===== config.mk =====
export PLATFORM = sky130hd
export DESIGN_NAME = lc3_control_fsm
export DESIGN_NICKNAME = d
export VERILOG_FILES = /design/src/rtl/lc3_pkg.sv /design/src/rtl/lc3_mem_wait.sv /design/src/rtl/lc3_control_fsm.sv
export SDC_FILE = /design/constraint.sdc
export NUM_CORES = 1
export LEC_CHECK = 0
export ABC_AREA = 1
export BUFFER_PORTS_ARGS = -buffer_cell sky130_fd_sc_hd__buf_4
export CELL_PAD_IN_SITES_DETAIL_PLACEMENT = 2
export CELL_PAD_IN_SITES_GLOBAL_PLACEMENT = 2
export CORE_ASPECT_RATIO = 2
export CORE_MARGIN = 8
export CORE_UTILIZATION = 22
export CTS_CLUSTER_DIAMETER = 120
export DETAILED_ROUTE_END_ITERATION = 12
export PLACE_DENSITY_LB_ADDON = 0.12
export SYNTH_ARGS = -nofsm -noshare
export SYNTH_HDL_FRONTEND = slang
export SYNTH_SLANG_ARGS = --single-unit

===== constraint.sdc =====
create_clock -name Clk -period 2.3 [get_ports Clk]
set_clock_uncertainty 0.1 [all_clocks]
set_input_delay 0.23 -clock Clk [delete_from_list [all_inputs] [get_ports Clk]]
set_output_delay 0.23 -clock Clk [all_outputs]
set_load 0.02 [all_outputs]

===== src/rtl/lc3_pkg.sv =====
// rtl/lc3_pkg.sv - shared state, opcode and datapath select encodings for the LC-3 control unit
package lc3_pkg;

    typedef enum logic [4:0] {
        S_HALTED, S_FETCH1, S_FETCH2, S_FETCH3, S_DECODE,
        S_ADD, S_AND, S_NOT, S_BR, S_JMP,
        S_JSR1, S_JSR2, S_LDR1, S_LDR2, S_LDR3,
        S_STR1, S_STR2, S_STR3, S_PAUSE1, S_PAUSE2
    } state_t;

    localparam logic [3:0] OP_BR    = 4'b0000;
    localparam logic [3:0] OP_ADD   = 4'b0001;
    localparam logic [3:0] OP_JSR   = 4'b0100;
    localparam logic [3:0] OP_AND   = 4'b0101;
    localparam logic [3:0] OP_LDR   = 4'b0110;
    localparam logic [3:0] OP_STR   = 4'b0111;
    localparam logic [3:0] OP_NOT   = 4'b1001;
    localparam logic [3:0] OP_JMP   = 4'b1100;
    localparam logic [3:0] OP_PAUSE = 4'b1101;

    localparam logic [1:0] PCMUX_INC  = 2'b00;
    localparam logic [1:0] PCMUX_BUS  = 2'b01;
    localparam logic [1:0] PCMUX_ADDR = 2'b10;

    localparam logic [1:0] ADDR2_ZERO  = 2'b00;
    localparam logic [1:0] ADDR2_OFF6  = 2'b01;
    localparam logic [1:0] ADDR2_OFF9  = 2'b10;
    localparam logic [1:0] ADDR2_OFF11 = 2'b11;

    localparam logic [1:0] ALUK_ADD  = 2'b00;
    localparam logic [1:0] ALUK_AND  = 2'b01;
    localparam logic [1:0] ALUK_NOT  = 2'b10;
    localparam logic [1:0] ALUK_PASS = 2'b11;

endpackage


===== src/rtl/lc3_mem_wait.sv =====
// rtl/lc3_mem_wait.sv - memory wait-state counter; done marks the last cycle of a MEM_WAIT-long strobe
module lc3_mem_wait #(
    parameter int MEM_WAIT = 2
) (
    input  logic clk,
    input  logic rst_n,
    input  logic start,
    input  logic busy,
    output logic done
);

    localparam int CW = $clog2(MEM_WAIT + 1);

    logic [CW-1:0] cnt_q, cnt_d;

    // start is raised on the cycle that enters a wait state, so the count is 0 on its first cycle
    always_comb begin
        cnt_d = cnt_q;
        if (start) begin
            cnt_d = '0;
        end else if (busy) begin
            cnt_d = cnt_q + CW'(1);
        end
    end

    always_ff @(posedge clk or negedge rst_n) begin
        if (!rst_n) begin
            cnt_q <= '0;
        end else begin
            cnt_q <= cnt_d;
        end
    end

    assign done = busy && (cnt_q == CW'(MEM_WAIT - 1));

endmodule


===== src/rtl/lc3_control_fsm.sv =====
// rtl/lc3_control_fsm.sv - LC-3 fetch/decode/execute sequencer driving datapath loads, gates and selects
module lc3_control_fsm
    import lc3_pkg::*;
#(
    parameter int MEM_WAIT = 2
) (
    input  logic       Clk,
    input  logic       Reset_n,
    input  logic       Run,
    input  logic       Continue,
    input  logic [3:0] Opcode,
    input  logic       IR_5,
    input  logic       IR_11,
    input  logic       BEN,
    output logic       LD_MAR,
    output logic       LD_MDR,
    output logic       LD_IR,
    output logic       LD_BEN,
    output logic       LD_CC,
    output logic       LD_REG,
    output logic       LD_PC,
    output logic       LD_LED,
    output logic       GatePC,
    output logic       GateMDR,
    output logic       GateALU,
    output logic       GateMARMUX,
    output logic       SR2MUX,
    output logic       ADDR1MUX,
    output logic       DRMUX,
    output logic       SR1MUX,
    output logic       MIO_EN,
    output logic [1:0] PCMUX,
    output logic [1:0] ADDR2MUX,
    output logic [1:0] ALUK,
    output logic       Mem_OE,
    output logic       Mem_WE
);

    state_t state_q, state_d;
    logic   wait_start, wait_busy, wait_done;

    assign wait_busy  = state_q inside {S_FETCH2, S_LDR2, S_STR3};
    assign wait_start = (state_d inside {S_FETCH2, S_LDR2, S_STR3}) && (state_d != state_q);

    lc3_mem_wait #(.MEM_WAIT(MEM_WAIT)) u_mem_wait (
        .clk   (Clk),
        .rst_n (Reset_n),
        .start (wait_start),
        .busy  (wait_busy),
        .done  (wait_done)
    );

    always_ff @(posedge Clk or negedge Reset_n) begin
        if (!Reset_n) begin
            state_q <= S_HALTED;
        end else begin
            state_q <= state_d;
        end
    end

    always_comb begin
        state_d    = state_q;
        LD_MAR     = 1'b0;
        LD_MDR     = 1'b0;
        LD_IR      = 1'b0;
        LD_BEN     = 1'b0;
        LD_CC      = 1'b0;
        LD_REG     = 1'b0;
        LD_PC      = 1'b0;
        LD_LED     = 1'b0;
        GatePC     = 1'b0;
        GateMDR    = 1'b0;
        GateALU    = 1'b0;
        GateMARMUX = 1'b0;
        SR2MUX     = 1'b0;
        ADDR1MUX   = 1'b0;
        DRMUX      = 1'b0;
        SR1MUX     = 1'b0;
        MIO_EN     = 1'b0;
        PCMUX      = PCMUX_INC;
        ADDR2MUX   = ADDR2_ZERO;
        ALUK       = ALUK_ADD;
        Mem_OE     = 1'b0;
        Mem_WE     = 1'b0;

        case (state_q)
            S_HALTED: begin
                if (Run) state_d = S_FETCH1;
            end
            S_FETCH1: begin
                GatePC  = 1'b1;
                LD_MAR  = 1'b1;
                LD_PC   = 1'b1;
                PCMUX   = PCMUX_INC;
                state_d = S_FETCH2;
            end
            S_FETCH2, S_LDR2: begin
                Mem_OE = 1'b1;
                MIO_EN = 1'b1;
                LD_MDR = wait_done;
                if (wait_done) state_d = (state_q == S_FETCH2) ? S_FETCH3 : S_LDR3;
            end
            S_FETCH3: begin
                GateMDR = 1'b1;
                LD_IR   = 1'b1;
                state_d = S_DECODE;
            end
            S_DECODE: begin
                LD_BEN = 1'b1;
                case (Opcode)
                    OP_ADD:   state_d = S_ADD;
                    OP_AND:   state_d = S_AND;
                    OP_NOT:   state_d = S_NOT;
                    OP_BR:    state_d = S_BR;
                    OP_JMP:   state_d = S_JMP;
                    OP_JSR:   state_d = S_JSR1;
                    OP_LDR:   state_d = S_LDR1;
                    OP_STR:   state_d = S_STR1;
                    OP_PAUSE: state_d = S_PAUSE1;
                    default:  state_d = S_FETCH1;
                endcase
            end
            S_ADD, S_AND, S_NOT: begin
                GateALU = 1'b1;
                LD_REG  = 1'b1;
                LD_CC   = 1'b1;
                SR2MUX  = IR_5;
                ALUK    = (state_q == S_ADD) ? ALUK_ADD :
                          (state_q == S_AND) ? ALUK_AND : ALUK_NOT;
                state_d = S_FETCH1;
            end
            S_BR: begin
                if (BEN) begin
                    LD_PC    = 1'b1;
                    PCMUX    = PCMUX_ADDR;
                    ADDR2MUX = ADDR2_OFF9;
                end
                state_d = S_FETCH1;
            end
            S_JMP: begin
                LD_PC    = 1'b1;
                PCMUX    = PCMUX_ADDR;
                ADDR1MUX = 1'b1;
                state_d  = S_FETCH1;
            end
            S_JSR1: begin
                GatePC  = 1'b1;
                LD_REG  = 1'b1;
                DRMUX   = 1'b1;
                state_d = S_JSR2;
            end
            S_JSR2: begin
                LD_PC    = 1'b1;
                PCMUX    = PCMUX_ADDR;
                ADDR1MUX = !IR_11;
                ADDR2MUX = IR_11 ? ADDR2_OFF11 : ADDR2_ZERO;
                state_d  = S_FETCH1;
            end
            S_LDR1, S_STR1: begin
                GateMARMUX = 1'b1;
                LD_MAR     = 1'b1;
                ADDR1MUX   = 1'b1;
                ADDR2MUX   = ADDR2_OFF6;
                state_d    = (state_q == S_LDR1) ? S_LDR2 : S_STR2;
            end
            S_LDR3: begin
                GateMDR = 1'b1;
                LD_REG  = 1'b1;
                LD_CC   = 1'b1;
                state_d = S_FETCH1;
            end
            // MDR is loaded from the ALU pass-through of SR, not from memory
            S_STR2: begin
                GateALU = 1'b1;
                ALUK    = ALUK_PASS;
                SR1MUX  = 1'b1;
                LD_MDR  = 1'b1;
                state_d = S_STR3;
            end
            S_STR3: begin
                Mem_WE = 1'b1;
                if (wait_done) state_d = S_FETCH1;
            end
            S_PAUSE1: begin
                LD_LED = 1'b1;
                if (Continue) state_d = S_PAUSE2;
            end
            S_PAUSE2: begin
                if (!Continue) state_d = S_FETCH1;
            end
            default: state_d = S_HALTED;
        endcase
    end

endmodule


==> out/qor.yml, run 1 <==
synthesis:
  synth_area_um2: 865
  post_synth.cell_area_avg_um2: 5.58
  ys_warn_count: 0
  yosysMostFrequentCell: "nand2_1"
  yosysTopAreaCellShare_pct: 20.3
  synth_fp_nets: 167
  ys_ff_latch: 7
  ys_async_sr_fraction_pct: 100
  synth-edff-count: 0
  syn_inst: 155
  ys_top_cells_by_area: "dfrtp_1 (20%), nand2_1 (19%), inv_1 (11%)"
  synthTopCellsByCount: "nand2_1 (44), inv_1 (26), nor2_1 (18)"
  yosysTopAreaCell: "dfrtp_1"
  ys_seq_area_share_pct: 20.3
  synth.distinct_cells: 26
  synth_ff_type: "dfrtp_1"
critical_path:
  crit_buf_inv: 2
  path_cells: "nor2_2, inv_2, nand3_1, nand3_1, nor2_1, nand2_1, inv_1, nand2_2, a21oi_2, nand3_1, a21oi_1"
  r2r_start: "state_q[1]"
  crit_path_max_incr_delay_ps: 470
  cp.arrival_ps: 2170
  crit_path_end_kind: "register"
  cp_max_fo: 7
  setup.worst_path.start_class: "register"
  timing.rr.end: "u_mem_wait.cnt_q[0]"
  critPathKind: "register to register"
  required_ps: 2350
  slowest_stage: "dfrtp_1"
  rrSetupSlack_ps: 190
  path_delay_family: "simple AND/OR/NAND/NOR gates"
  worst-path-stages: 11
  rr_worst_depth: 11
  path_common_cell: "nand3_1"
drt:
  firstDrtPassIters: 4
  drcViolationCount: 0
  wl_per_cell_um: 16.7
  first_iter_violations: 13
  wl_um: 4090
  vias: 1147
  ant_nets: 0
  via_per_inst: 4.68
placement:
  hpwl_um: 3650
  dp_slack_ps: 111
  place_congestion: 0.816
  port_buffers: 34
sta:
  hold_viol_final: 0
  setup_slack_ps: 186
  rsz0062_at_grt: "no"
  setup_viol: 0
  fin_crit_sh_pct: 91.9
  min_period_ps: 2110
  report.final.slew_viol_count: 0
  fin_tns_setup_ps: 0
  fmax_mhz: 473
power_and_ir_drop:
  pwr_density_cell_nw_per_um2: 1200
  power_leakage_uw: 0.000799
  ir_drop_uv: 475
clock_network:
  cts_tree: "done"
  clk_latency_ps: 230
  clkTransAtPathRegs_ps: 40
  clock_sinks: 7
  clockRootBuffer: "clkbuf_8"
  clockBufferDepth: 2
  htree_levels: 1
  cts_buffers: 3
floorplanning:
  fp.coreArea_um2: 3800
  die_w_um: 60.3
  top_level_ports: 36
  die_h_um: 105
  rows: 32
  die_area_um2: 6310
  start_util_pct: 22.7
run:
  maxCapViolCount: 0
global_routing:
  antenna_found_initial: 0
  overflow: 0
  grt_start_max_net_pins: 8
  grtUsageTotal_pct: 14.1
  grt_pass1_wl_um: 6840
  grt_pass1_vias: 1327
outcome:
  status: "completed"
cells_and_area:
  diodes: 0
  syn2layout_area_growth_pct: 44.1
  nNetsFinal: 207
  final_layout_size_suffix_gt1_share_pct: 30.4
hold_path:
  hold_class: "input port to asynchronous set/reset pin"
## worst register-to-register path, cell delays in order (launching register included)
cell and delay [ps]:
dfrtp_1 470, nor2_2 300, inv_2 90, nand3_1 190, nand3_1 110, nor2_1 110, nand2_1 110, inv_1 80
nand2_2 90, a21oi_2 130, nand3_1 100, a21oi_1 160
## kinds of logic after synthesis
group,count (synthesis),share of synthesized area [%]
flops,7,20.3
compound gates,17,11.1
simple gates,95,50.5
xor+xnor,1,1.01
other cells,1,0.434
fa+ha+maj,1,1.45
buf+inv,33,15.2
## power breakdown
part	internal (uW)	switching, uW	total [uW]
Combinational	361	716	1080
Clock	120	56.5	177
Sequential	174	68.3	242
Total	655	841	1500
## layer usage
metal | share of wire (%) | vias up | track usage, %
li1 | - | 561 | -
met2 | 62 | 25 | 28.6
met5 | 0 | - | 0
met1 | 31 | 556 | 12.4
met4 | 1.3 | 0 | 4.82
met3 | 5.2 | 5 | 2.33
## worst max-delay path by stage
stage,startpoint,to
floorplan,state_q[2],u_mem_wait.cnt_q[1]
global placement,state_q[1],u_mem_wait.cnt_q[1]
detailed placement,state_q[1],u_mem_wait.cnt_q[0]
CTS,state_q[3],ADDR1MUX
global route,state_q[0],u_mem_wait.cnt_q[0]
finish,state_q[1],u_mem_wait.cnt_q[0]
## repair_timing
item / CTS / global route
hold buffers: 1 / 0
setup buffers: 0 / 0
resized for setup: 0 / 3
endpoints found under the hold margin: 7 / 0
endpoints found under the setup margin: 0 / 3
## state kept, by name, indices dropped and copies added (netlist names)
| register | cells |
|---|---|
| state_q | 5 |
| u_mem_wait.cnt_q | 2 |
## cells in the final DEF (no fill, tap or decap)
cell	instances
nand2_2	3
nand2_1	43
a21oi_2	1
nor3_1	2
buf_4	36
dlygate4sd3_1	1
clkbuf_1	1
nor2_1	16
o21bai_1	1
or2_2	1
dfrtp_1	7
o211ai_1	1
ha_1	1
conb_1	1
clkbuf_8	3
xnor2_1	1
o21ai_1	1
o21ai_0	6
a31oi_1	1
nor2_2	5
inv_2	5
inv_1	26
nand3_1	16
o22ai_1	1
nor2_4	1
nand3_2	3
nand4_1	4
nor3_2	1
a21oi_1	5
## final cells by class
type / count / area, um^2
Clock buffer: 4 / 45.0
Fill cell: 497 / 2560
Inverter: 31 / 116
Multi-Input combinational cell: 115 / 566
Sequential cell: 7 / 175
Tap cell: 51 / 63.8
Timing Repair Buffer: 37 / 280
## through the flow
stage / utilization [%] / hold slack [ps] / area [um^2] / cells / total power [uW]
after global placement: 31.1 / -49.4 / 1180 / 240 / 1300
after detailed placement: 31.1 / -47.6 / 1180 / 240 / 1330
after floorplan: - / -166 / 865 / 155 / 928
after global routing: 32.8 / 274 / 1250 / 245 / 1630
final: 32.8 / 253 / 1250 / 245 / 1500
after CTS: 32.6 / 253 / 1240 / 245 / 1520
Power figures use the tool's default switching activity.
==> run 2: changes to the inputs <==
CELL_PAD_IN_SITES_DETAIL_PLACEMENT = unset   (was 2)
CELL_PAD_IN_SITES_GLOBAL_PLACEMENT = unset   (was 2)
CORE_ASPECT_RATIO = unset   (was 2)
CORE_UTILIZATION = 47   (was 22)
==> out/qor.yml, run 2 (synthesis gave the netlist of run 1 again) <==
placement:
  hpwl_um: 2240  # was 3650 um
  port_buffers: 34  # unchanged
  place_congestion: 0.960  # was 0.816
  dpl.cell_count: 212  # was 240
floorplanning:
  fp.coreArea_um2: 1730  # was 3800 um^2
  top_level_ports: 36  # unchanged
  start_util_pct: 50.1  # was 22.7%
  die_h_um: 58.9  # was 105 um
  rows: 15  # was 32
  die_w_um: 58.9  # was 60.3 um
  die_area_um2: 3470  # was 6310 um^2
drt:
  ant_nets: 0  # unchanged
  via_per_inst: 5.10  # was 4.68
  drcViolationCount: 0  # unchanged
  wl_um: 2580  # was 4090 um
  wl_per_cell_um: 11.9  # was 16.7 um
  firstDrtPassIters: 4  # unchanged
  vias: 1107  # was 1147
  first_iter_violations: 43  # was 13
critical_path:
  critPathKind: "register to output pin"  # was register to register
  crit_path_end_kind: "output pin"  # was register
  crit_path_max_incr_delay_ps: 480  # was 470 ps
  required_ps: 1970  # was 2350 ps
  slowest_stage: "dfrtp_1"  # unchanged
  rrSetupSlack_ps: 220  # was 190 ps
  setup.worst_path.start_class: "register"  # unchanged
  path_cells: "nor2_1, nand2_1, inv_1, nor2_1, inv_1, or2_2, buf_4"  # was nor2_2, inv_2, nand3_1, nand3_1, nor2_1, nand2_1, inv_1, nand2_2, a21oi_2, nand3_1, a21oi_1
  cp_max_fo: 7  # unchanged
  cp.arrival_ps: 1820  # was 2170 ps
cells_and_area:
  syn2layout_area_growth_pct: 35.6  # was 44.1%
  regMostFlops: "state_q"  # unchanged
  fin_cells: 217  # was 245
  diodes: 0  # unchanged
  final_layout_size_suffix_gt1_share_pct: 28.1  # was 30.4%
  final_common_cell: "nand2_1"  # unchanged
  layout_common_cells: "nand2_1 (44), buf_4 (34), inv_1 (26), nor2_1 (18), nand3_1 (16)"  # was nand2_1 (43), buf_4 (36), inv_1 (26), nor2_1 (16), nand3_1 (16)
  largest_register_ffs: 5  # unchanged
  reg_top3: "state_q: 5 flops, u_mem_wait.cnt_q: 2 flops"  # unchanged
  nNetsFinal: 205  # was 207
sta:
  fmax_mhz: 465  # was 473 MHz
  fin_crit_sh_pct: 93.6  # was 91.9%
  setup_viol: 0  # unchanged
  fin_tns_setup_ps: 0  # unchanged
  report.final.slew_viol_count: 0  # unchanged
  min_period_ps: 2150  # was 2110 ps
  hold_viol_final: 0  # unchanged
  rsz0062_at_grt: "no"  # unchanged
clock_network:
  post_cts_buffers: 0  # unchanged
  cts_buffers: 3  # unchanged
  clk_latency_ps: 240  # was 230 ps
  clock_sinks: 7  # unchanged
  clkTransAtPathRegs_ps: 50  # was 40 ps
  clockRootBuffer: "clkbuf_4"  # was clkbuf_8
  cts_tree: "done"  # unchanged
  htree_levels: 1  # unchanged
  cts_resized: 0  # unchanged
  clockBufferDepth: 2  # unchanged
global_routing:
  overflow: 0  # unchanged
  antenna_found_initial: 0  # unchanged
  grt_pass1_vias: 1009  # was 1327
  grtUsageTotal_pct: 15.5  # was 14.1%
  grt_start_max_net_pins: 8  # unchanged
  grt_pass1_wl_um: 4350  # was 6840 um
run:
  maxCapViolCount: 0  # unchanged
power_and_ir_drop:
  ir_drop_uv: 716  # was 475 uV
  pwr_density_cell_nw_per_um2: 1140  # was 1200 nW/um^2
  power_leakage_uw: 0.000780  # was 0.000799 uW
outcome:
  status: "completed"  # unchanged
hold_path:
  hold_class: "input port to asynchronous set/reset pin"  # unchanged
## run 2: cell count changes in the layout (fill, tap and decap cells not counted), sizes merged
cell  delta
buf      -2
## run 2: worst paths after layout
path                                     start                  end  cells past startpoint
hold / removal                         Reset_n           state_q[1]                      2
max in group asynchronous              Reset_n  u_mem_wait.cnt_q[1]                      2
setup / recovery                    state_q[1]             ADDR1MUX                      7
hold reg to reg            u_mem_wait.cnt_q[0]  u_mem_wait.cnt_q[0]                      2
setup reg to reg                    state_q[1]  u_mem_wait.cnt_q[1]                     11
min in group Clk                      Continue           state_q[4]                      5
## run 2: stage by stage
step	area (um^2)	worst slack, ps	hold slack (ps)	utilization, %	total power, uW
2_1_floorplan	865	441	-166	-	928
3_3_place_gp	1140	247	-57.6	65.8	1210
3_5_place_dp	1140	232	-53.6	65.8	1230
4_1_cts	1170	138	228	67.9	1340
5_1_grt	1170	17.2	245	67.9	1460
6_report	1170	147	237	67.9	1340
## run 2: timing repair
| action | 4_1_cts | 5_1_grt |
|---|---|---|
| endpoints found under the hold margin | 7 | 0 |
| setup endpoints to repair | 0 | 0 |
| hold buffers | 1 | 0 |
## run 2: report_power, final
group          total (uW)  internal [uW]  leakage [uW]  switching, uW
Sequential            238            174     0.0000910           64.3
Clock                 104           65.8     0.0000150           38.2
Combinational         996            354      0.000674            642
## run 2: worst max-delay path: cells and delay by family, from the launching register on
family	cells	cell delay, ps
simple gates	4	810
flops	1	480
buf+inv	3	280
## run 2: metal layers
metal | vias to the layer above | routed length (um) | track usage, %
li1 | 561 | - | -
met3 | 4 | 338 | 3.91
met1 | 486 | 994 | 17.7
met2 | 56 | 1220 | 26.5
met5 | - | 0 | 0
met4 | 0 | 28 | 6.48
## run 2: layout make-up
type                    instances  area [um^2]
flip-flops and latches          7          175
repair buffers                 35          265
fillers                       177          554
clock buffers                   4         26.3
well taps                      25         31.3
multi-input cells             115          558
inverters                      31          116
